### src/rtl/tick_scheduler.sv
// tick_scheduler: one free-running prescaler feeding NCH independent base-tick channels
// that emit one-cycle clock-enable pulses. Define TICK_IRQ_EN for sticky pending flags + irq.
module tick_sched_ch #(
    parameter int PW = 16
) (
    input  logic          clk_100MHz,
    input  logic          reset,
    input  logic          base_tick,
    input  logic          start,
    input  logic          stop,
    input  logic          cfg_wr,
    input  logic [PW-1:0] cfg_period,
    input  logic          cfg_oneshot,
    output logic          tick,
    output logic          busy
);
    typedef enum logic {IDLE, RUN} state_t;

    state_t        state_q;
    logic [PW-1:0] cnt_q;
    logic          tick_q;
    logic [PW-1:0] period_q, period_d;
    logic          oneshot_q, oneshot_d;

    always_comb begin
        period_d  = period_q;
        oneshot_d = oneshot_q;
        if (cfg_wr) begin
            period_d  = cfg_period;
            oneshot_d = cfg_oneshot;
        end
    end

    always_ff @(posedge clk_100MHz or posedge reset) begin
        if (reset) begin
            period_q  <= '0;
            oneshot_q <= 1'b0;
        end else begin
            period_q  <= period_d;
            oneshot_q <= oneshot_d;
        end
    end

    // Stop beats start beats expiry; config is only sampled at start/reload.
    always_ff @(posedge clk_100MHz or posedge reset) begin
        if (reset) begin
            state_q <= IDLE;
            cnt_q   <= '0;
            tick_q  <= 1'b0;
        end else begin
            tick_q <= 1'b0;
            if (stop) begin
                state_q <= IDLE;
            end else if (start) begin
                if (period_q != '0) begin
                    state_q <= RUN;
                    cnt_q   <= period_q;
                end else begin
                    state_q <= IDLE;
                end
            end else if (state_q == RUN && base_tick) begin
                if (cnt_q == PW'(1)) begin
                    tick_q <= 1'b1;
                    if (oneshot_q || period_q == '0) state_q <= IDLE;
                    else                             cnt_q   <= period_q;
                end else begin
                    cnt_q <= cnt_q - PW'(1);
                end
            end
        end
    end

    assign tick = tick_q;
    assign busy = (state_q == RUN);
endmodule

module tick_scheduler #(
    parameter int CLK_HZ  = 100_000_000,
    parameter int BASE_HZ = 1000,
    parameter int NCH     = 4,
    parameter int PW      = 16,
    localparam int CW     = (NCH > 1) ? $clog2(NCH) : 1
) (
    input  logic           clk_100MHz,
    input  logic           reset,
    input  logic           cfg_we,
    input  logic [CW-1:0]  cfg_ch,
    input  logic [PW-1:0]  cfg_period,
    input  logic           cfg_oneshot,
    input  logic [NCH-1:0] ch_start,
    input  logic [NCH-1:0] ch_stop,
    input  logic [NCH-1:0] irq_clr,
    output logic           base_tick,
    output logic [NCH-1:0] ch_tick,
    output logic [NCH-1:0] ch_busy,
    output logic           irq
);
    localparam int DIV = CLK_HZ / BASE_HZ;
    localparam int PSW = $clog2(DIV);

    logic [PSW-1:0] presc_q, presc_d;
    logic           base_tick_q, base_tick_d;
    logic [NCH-1:0] cfg_wr;

    always_comb begin
        base_tick_d = (presc_q == PSW'(DIV - 1));
        presc_d     = base_tick_d ? '0 : presc_q + PSW'(1);
    end

    always_ff @(posedge clk_100MHz or posedge reset) begin
        if (reset) begin
            presc_q     <= '0;
            base_tick_q <= 1'b0;
        end else begin
            presc_q     <= presc_d;
            base_tick_q <= base_tick_d;
        end
    end

    assign base_tick = base_tick_q;

    // Out-of-range cfg_ch matches no channel, so the write is dropped.
    for (genvar k = 0; k < NCH; k++) begin : g_ch
        assign cfg_wr[k] = cfg_we && (int'(cfg_ch) == k);

        tick_sched_ch #(.PW(PW)) u_ch (
            .clk_100MHz  (clk_100MHz),
            .reset       (reset),
            .base_tick   (base_tick_q),
            .start       (ch_start[k]),
            .stop        (ch_stop[k]),
            .cfg_wr      (cfg_wr[k]),
            .cfg_period  (cfg_period),
            .cfg_oneshot (cfg_oneshot),
            .tick        (ch_tick[k]),
            .busy        (ch_busy[k])
        );
    end

`ifdef TICK_IRQ_EN
    logic [NCH-1:0] pending_q, pending_d;

    always_comb pending_d = (pending_q & ~irq_clr) | ch_tick;

    always_ff @(posedge clk_100MHz or posedge reset) begin
        if (reset) pending_q <= '0;
        else       pending_q <= pending_d;
    end

    assign irq = |pending_q;
`else
    logic unused_irq_clr;
    assign unused_irq_clr = ^irq_clr;
    assign irq            = 1'b0;
`endif
endmodule

### config.mk
export PLATFORM = sky130hd
export DESIGN_NAME = tick_scheduler
export DESIGN_NICKNAME = d
export VERILOG_FILES = /design/src/rtl/tick_scheduler.sv
export SDC_FILE = /design/constraint.sdc
export NUM_CORES = 1
export LEC_CHECK = 0
export BUFFER_PORTS_ARGS = -buffer_cell sky130_fd_sc_hd__buf_2
export CORE_ASPECT_RATIO = 1.5
export CORE_MARGIN = 2
export CORE_UTILIZATION = 50
export DETAILED_ROUTE_END_ITERATION = 10
export GPL_TIMING_DRIVEN = 0
export MAX_ROUTING_LAYER = met4
export PLACE_DENSITY = 0.66
export SLEW_MARGIN = 10
export SYNTH_ARGS = -nofsm -noshare
export SYNTH_HDL_FRONTEND = slang
export SYNTH_SLANG_ARGS = --single-unit
### constraint.sdc
create_clock -name clk_100MHz -period 15.2 [get_ports clk_100MHz]
set_input_delay 3.04 -clock clk_100MHz [delete_from_list [all_inputs] [get_ports clk_100MHz]]
set_output_delay 3.04 -clock clk_100MHz [all_outputs]
set_load 0.02 [all_outputs]
# Word level (Yosys, flattened, before mapping)
# Index checks and enable logic that the tools add are counted.
[totals]
register_bits = 158
[classes]
addsub = 5
n_eq_ne = 16
muxes = 61
bitwise = 4
n_reduce_logical = 45
[ops]
columns = ["cell", "count"]
rows = [
  ["$mux 16", 20],
  ["$eq 16x1->1 const B", 4],
  ["$logic_not 16->1", 4],
  ["$reduce_bool 16->1", 4],
  ["$sub 16x1->16 const B", 4],
  ["$mux 1", 40],
  ["$reduce_bool 3->1", 12],
  ["$add 17x1->17 const B", 1],
  ["$eq 17x17->1 const B", 1],
  ["$mux 17", 1],
  ["$reduce_and 4->1", 4],
  ["$ne 3x3->1 const B", 4],
  ["$reduce_and 3->1", 4],
  ["$logic_and 1x1->1", 8],
  ["$ne 2x1->1 const B", 4],
  ["$reduce_bool 2->1", 4],
  ["$eq 2x2->1 const B", 2],
  ["$logic_or 1x1->1", 4],
  ["$not 1->1", 4],
  ["$eq 2x1->1 const B", 1],
  ["$logic_not 2->1", 1],
]

# Logic depth before layout (Yosys ltp)
[logic_depth]
depth_word = 7
mapped_depth = 9

# By module
# Synthesis repeated with hierarchy kept, for this count alone.
[unflattened]
hier_cells = 874
hier_area_um2 = 8644.5
[modules_own_cells]
columns = ["module", "instances", "cells_per_inst", "area_each_um2"]
rows = [
  ["tick_sched_ch", 4, 198, 1938.1],
  ["tick_scheduler", 1, 82, 892.1],
]

# Worst setup path after synthesis
# OpenSTA, ideal clock, no wires.
[synth_timing]
kind = "input to register"
from = "input port ch_stop[0]"
to = "register g_ch[0].u_ch.cnt_q[12]"
t_arrival_ns = 4.245
t_required_ns = 15.079
setup_slack_ns = 10.834
path_stages = 6
cell_sequence = "nand4bb_1 -> a2bb2oi_1 -> o22ai_1 -> clkbuf_1 -> nand2_1 -> a22o_1"
[synth_via]
elab_chain_cells = 2
[synth_rtl]
columns = ["item", "line", "source"]
rows = [
  ["from (decl)", "91", "input logic [NCH-1:0] ch_stop,"],
  ["$not 1->1 (no line)", "n/a", ""],
  ["$reduce_and 4->1 (no line)", "n/a", ""],
  ["to (signal assigned)", "57", "cnt_q <= period_q;"],
  ["to (signal assigned)", "65", "else cnt_q <= period_q;"],
  ["to (signal assigned)", "67", "cnt_q <= cnt_q - PW'(1);"],
  ["to (decl)", "20", "logic [PW-1:0] cnt_q;"],
]
# Every way passes these cells.
# A chain may end at the register's enable or synchronous reset.

# Worst setup path after layout
[layout_timing]
from = "input port ch_start[0]"
to = "register g_ch[0].u_ch.cnt_q[13]"
[layout_via]
elab_chain_cells = 2
elab_cells_between_ends = 5
cone_classes = "2 x eq/ne; 1 x mux; 2 x reduce/logical"
[layout_rtl]
columns = ["item", "line", "source"]
rows = [
  ["from (decl)", "90", "input logic [NCH-1:0] ch_start,"],
  ["$ne 3x3->1 (no line), or another cell as far along", "n/a", ""],
  ["$reduce_and 4->1 (no line)", "n/a", ""],
]
# Parallel ways exist; a longest one is shown, timed or not.

==> results by group <==
Synth
  – Synth unique cells: 64
  – Synth Flop Type: dfrtp_1
  – Mean Syn Cell Area: 10.1 µm²
  – Syn_nets: 864
  – Flops & latches, synth: 158
  – Largest area contributor in the netlist: dfrtp_1
  – Top area cells in the synthesized netlist: dfrtp_1, mux2_2, a21oi_1
  – Ys Warns: 0
  – Post-synthesis async set-or-reset flop share: 1.00
  – Synth top area share: 0.477
  – Seq/Total Area, Yosys: 0.477
  – Post-Synthesis Cell Area: 8290 µm²
  – Mapped Cells: 821
  – EDFF count, synth: 0

Worst hold path
  – Worst min path class: flop to flop
  – Hold path cells: 1
  – Hold EP: g_ch[1].u_ch.cnt_q[14]
  – Hold path startpoint: g_ch[1].u_ch.cnt_q[14]

Detailed routing
  – Routed wire length: 21500 µm
  – Met1 wire length: 8440 µm
  – Met2 routed WL: 11600 µm
  – Met3 WL: 951 µm
  – Routed len/inst: 19.6 µm
  – Via Count: 6834
  – 1st-iter DRT viols: 511
  – Residual DRC: 0
  – Highest Signal Layer: met4
  – Antenna Nets Post-Route: 0
  – TritonRoute pass-1 iters: 5
  – Vias per inst: 6.22

GRT
  – Gr usage total: 0.267
  – Gr ovfl total: 0
  – Global-route wire length before repair: 35500 µm
  – Vias in the first global route: 7038
  – Initial antenna violation count: 0
  – Largest net degree at the start of global routing: 111

Clocking
  – Post-CTS Hold Fix Bufs: 0
  – CTS Buffer Depth: 2
  – Worst-Skew Late Latency: 0.44 ns
  – H-Tree Depth: 4
  – Num CTS Buffers: 17
  – CTS tree: built
  – Postcts setup bufs: 0
  – CTS clk-pin slew, worst paths: 0.06 ns
  – Cts repair resizes: 0
  – Clock Sinks: 158
  – Root Buffer: clkbuf_16

Pwr
  – Share of power burned in registers: 0.465
  – Sw Share: 0.332
  – LEAKAGE: 3.80 nW
  – Clock Power Share: 0.343
  – Gate power share: 0.193
  – Pint: 0.849 mW
  – Max IR drop VDD: 0.0776 mV
  – PD cells: 136 nW/µm²
  – Sw power: 0.423 mW

Critical path
  – Reg2reg setup slack: 12.57 ns
  – CP required: 15.48 ns
  – WS Path Type: input port to flop
  – CP Capture Type: flop
  – Worst path arrival time: 4.73 ns
  – Crit-path max FO: 10
  – R2R depth: 7
  – Crit Reg-Reg Endpoint: g_ch[3].u_ch.cnt_q[12]
  – Worst R2R Start: g_ch[3].u_ch.period_q[3]
  – CP Launch Type: input port

Timing
  – Hold Slack: 0.499 ns
  – Final hold violations: 0
  – Worst Tran Pin Value: 0.844 ns
  – Final setup fails: 0
  – Period utilisation layout: 0.293
  – FMAX: 0.225 GHz
  – RSZ-0062 raised after global routing: false
  – Final Max Tran Viols: 0
  – Fin crit period: 4.45 ns
  – Normalized max-slew margin: 0.432
  – Setup Skew: 0.0125 ns
  – Setup TNS: 0 ns

Job
  – Max Cap Viol: 0

Placement
  – Placer Congestion: 0.905
  – HPWL after DPL: 15400 µm
  – PortBufs: 38

Die
  – Die area: 17600 µm²
  – Core area: 16200 µm²
  – # rows: 57
  – Die Wd: 109 µm
  – Die Y: 162 µm
  – IO Pins: 44
  – Starting density of the core: 0.512

Final layout
  – Ant diodes: 0
  – Fillers: 1355
  – Share of cells above drive strength 1: 0.207
  – Area grow syn2layout: 13.0%
  – Nets: 922

Status
  – Status: finished, final reports clean
## area by class of cell
type,instances,area (µm²),area share
Clock buffer,18,429,0.0458
Tap cell,206,258,0.0275
Inverter,22,90.1,0.00962
Multi-Input combinational cell,586,3980,0.425
Sequential cell,158,3950,0.422
Timing Repair Buffer,39,218,0.0232
Buffer,55,270,0.0288
Clock inverter,14,166,0.0178
## how the worst max path moves through the flow
| stage | startpoint | end | slack [ns] | cells past startpoint |
|---|---|---|---|---|
| floorplan | reset | base_tick | 7.90 | 1 |
| global placement | reset | g_ch[2].u_ch.cnt_q[11] | 6.28 | 2 |
| detailed placement | ch_start[0] | g_ch[0].u_ch.cnt_q[13] | 10.37 | 7 |
| CTS | base_tick | base_tick | 10.79 | 1 |
| global route | ch_start[0] | g_ch[0].u_ch.cnt_q[1] | 10.58 | 7 |
| finish | ch_start[0] | g_ch[0].u_ch.cnt_q[13] | 10.75 | 7 |
## sequential cells by signal, summed over array words and instances, names as in the netlist
signal,count
base_tick,1
g_ch.u_ch.busy,4
g_ch.u_ch.cnt_q,64
g_ch.u_ch.oneshot_q,4
g_ch.u_ch.period_q,64
g_ch.u_ch.tick,4
presc_q,17
## power groups by stage
stage	clock network (mW)	logic [mW]	registers (mW)
floorplan	0	0.191	0.566
global placement	0	0.231	0.589
detailed placement	0	0.244	0.593
CTS	0.442	0.245	0.587
global route	0.463	0.276	0.601
finish	0.436	0.245	0.591
## cells by family after synthesis
logic type / synth area share
simple gates: 0.177
other cells: 0.000452
mux: 0.100
fa+ha+maj: 0.0136
compound gates: 0.173
xor+xnor: 0.0158
buf+inv: 0.0426
flops: 0.477
## metal layers
layer	up-vias	track usage
met2	215	0.460
li1	3198	-
met3	43	0.0461
met5	-	-
met4	0	0.103
met1	3378	0.305
## through the flow
| step | instance area, µm² | power, mW | setup slack (ns) | std cells | utilization |
|---|---|---|---|---|---|
| 3_3_place_gp | 8740 | 0.820 | 6.28 | 1065 | 0.540 |
| 6_report | 9370 | 1.27 | 10.75 | 1098 | 0.579 |
| 2_1_floorplan | 8290 | 0.757 | 7.90 | 821 | - |
| 3_5_place_dp | 8770 | 0.838 | 10.37 | 1066 | 0.542 |
| 5_1_grt | 9370 | 1.34 | 10.58 | 1098 | 0.579 |
| 4_1_cts | 9370 | 1.27 | 10.79 | 1098 | 0.579 |
## cell usage in the layout, fill, tap and decap left out, types with 8 or more instances in the layout
master	Yosys	final
ha_1	9	9
nor2_1	59	59
nor4_1	29	29
buf_2	12	50
o21ai_1	11	11
buf_4	13	13
clkbuf_1	30	31
a21oi_1	68	68
nand4_1	15	15
o21ai_0	38	38
o211ai_1	14	14
clkbuf_16	0	17
inv_1	22	21
mux2_2	70	70
nand2_1	33	33
nor3_1	35	35
xnor2_1	8	8
a31oi_1	13	13
nand3_1	40	40
or4_1	9	9
dfrtp_1	158	158
## Yosys cell counts (6+ instances only)
| master | number |
|---|---|
| o311a_1 | 7 |
| nor2b_1 | 6 |
| mux2_2 | 70 |
| o21ai_1 | 11 |
| dfrtp_1 | 158 |
| o22ai_1 | 7 |
| ha_1 | 9 |
| o22a_1 | 7 |
| nand3_1 | 40 |
| xnor2_1 | 8 |
| o2bb2ai_1 | 6 |
| o211ai_1 | 14 |
| nor4_1 | 29 |
| xor2_1 | 7 |
| a21oi_1 | 68 |
| o21ai_0 | 38 |
| nor3_1 | 35 |
| nand2b_1 | 7 |
| buf_2 | 12 |
| a31oi_1 | 13 |
| or4_1 | 9 |
| a41oi_1 | 7 |
| nor2_1 | 59 |
| inv_1 | 22 |
| nand2_1 | 33 |
| clkbuf_1 | 30 |
| buf_4 | 13 |
| nand4_1 | 15 |
| or3_1 | 7 |
## critical path, stage by stage
cell and delay, ns:
buf_2 0.14, a41oi_1 0.44, clkbuf_1 0.40, clkbuf_1 0.40, nand2_1 0.09, a21oi_1 0.16
a21oi_1 0.06
Note: power is estimated with default switching activity, not from simulation.
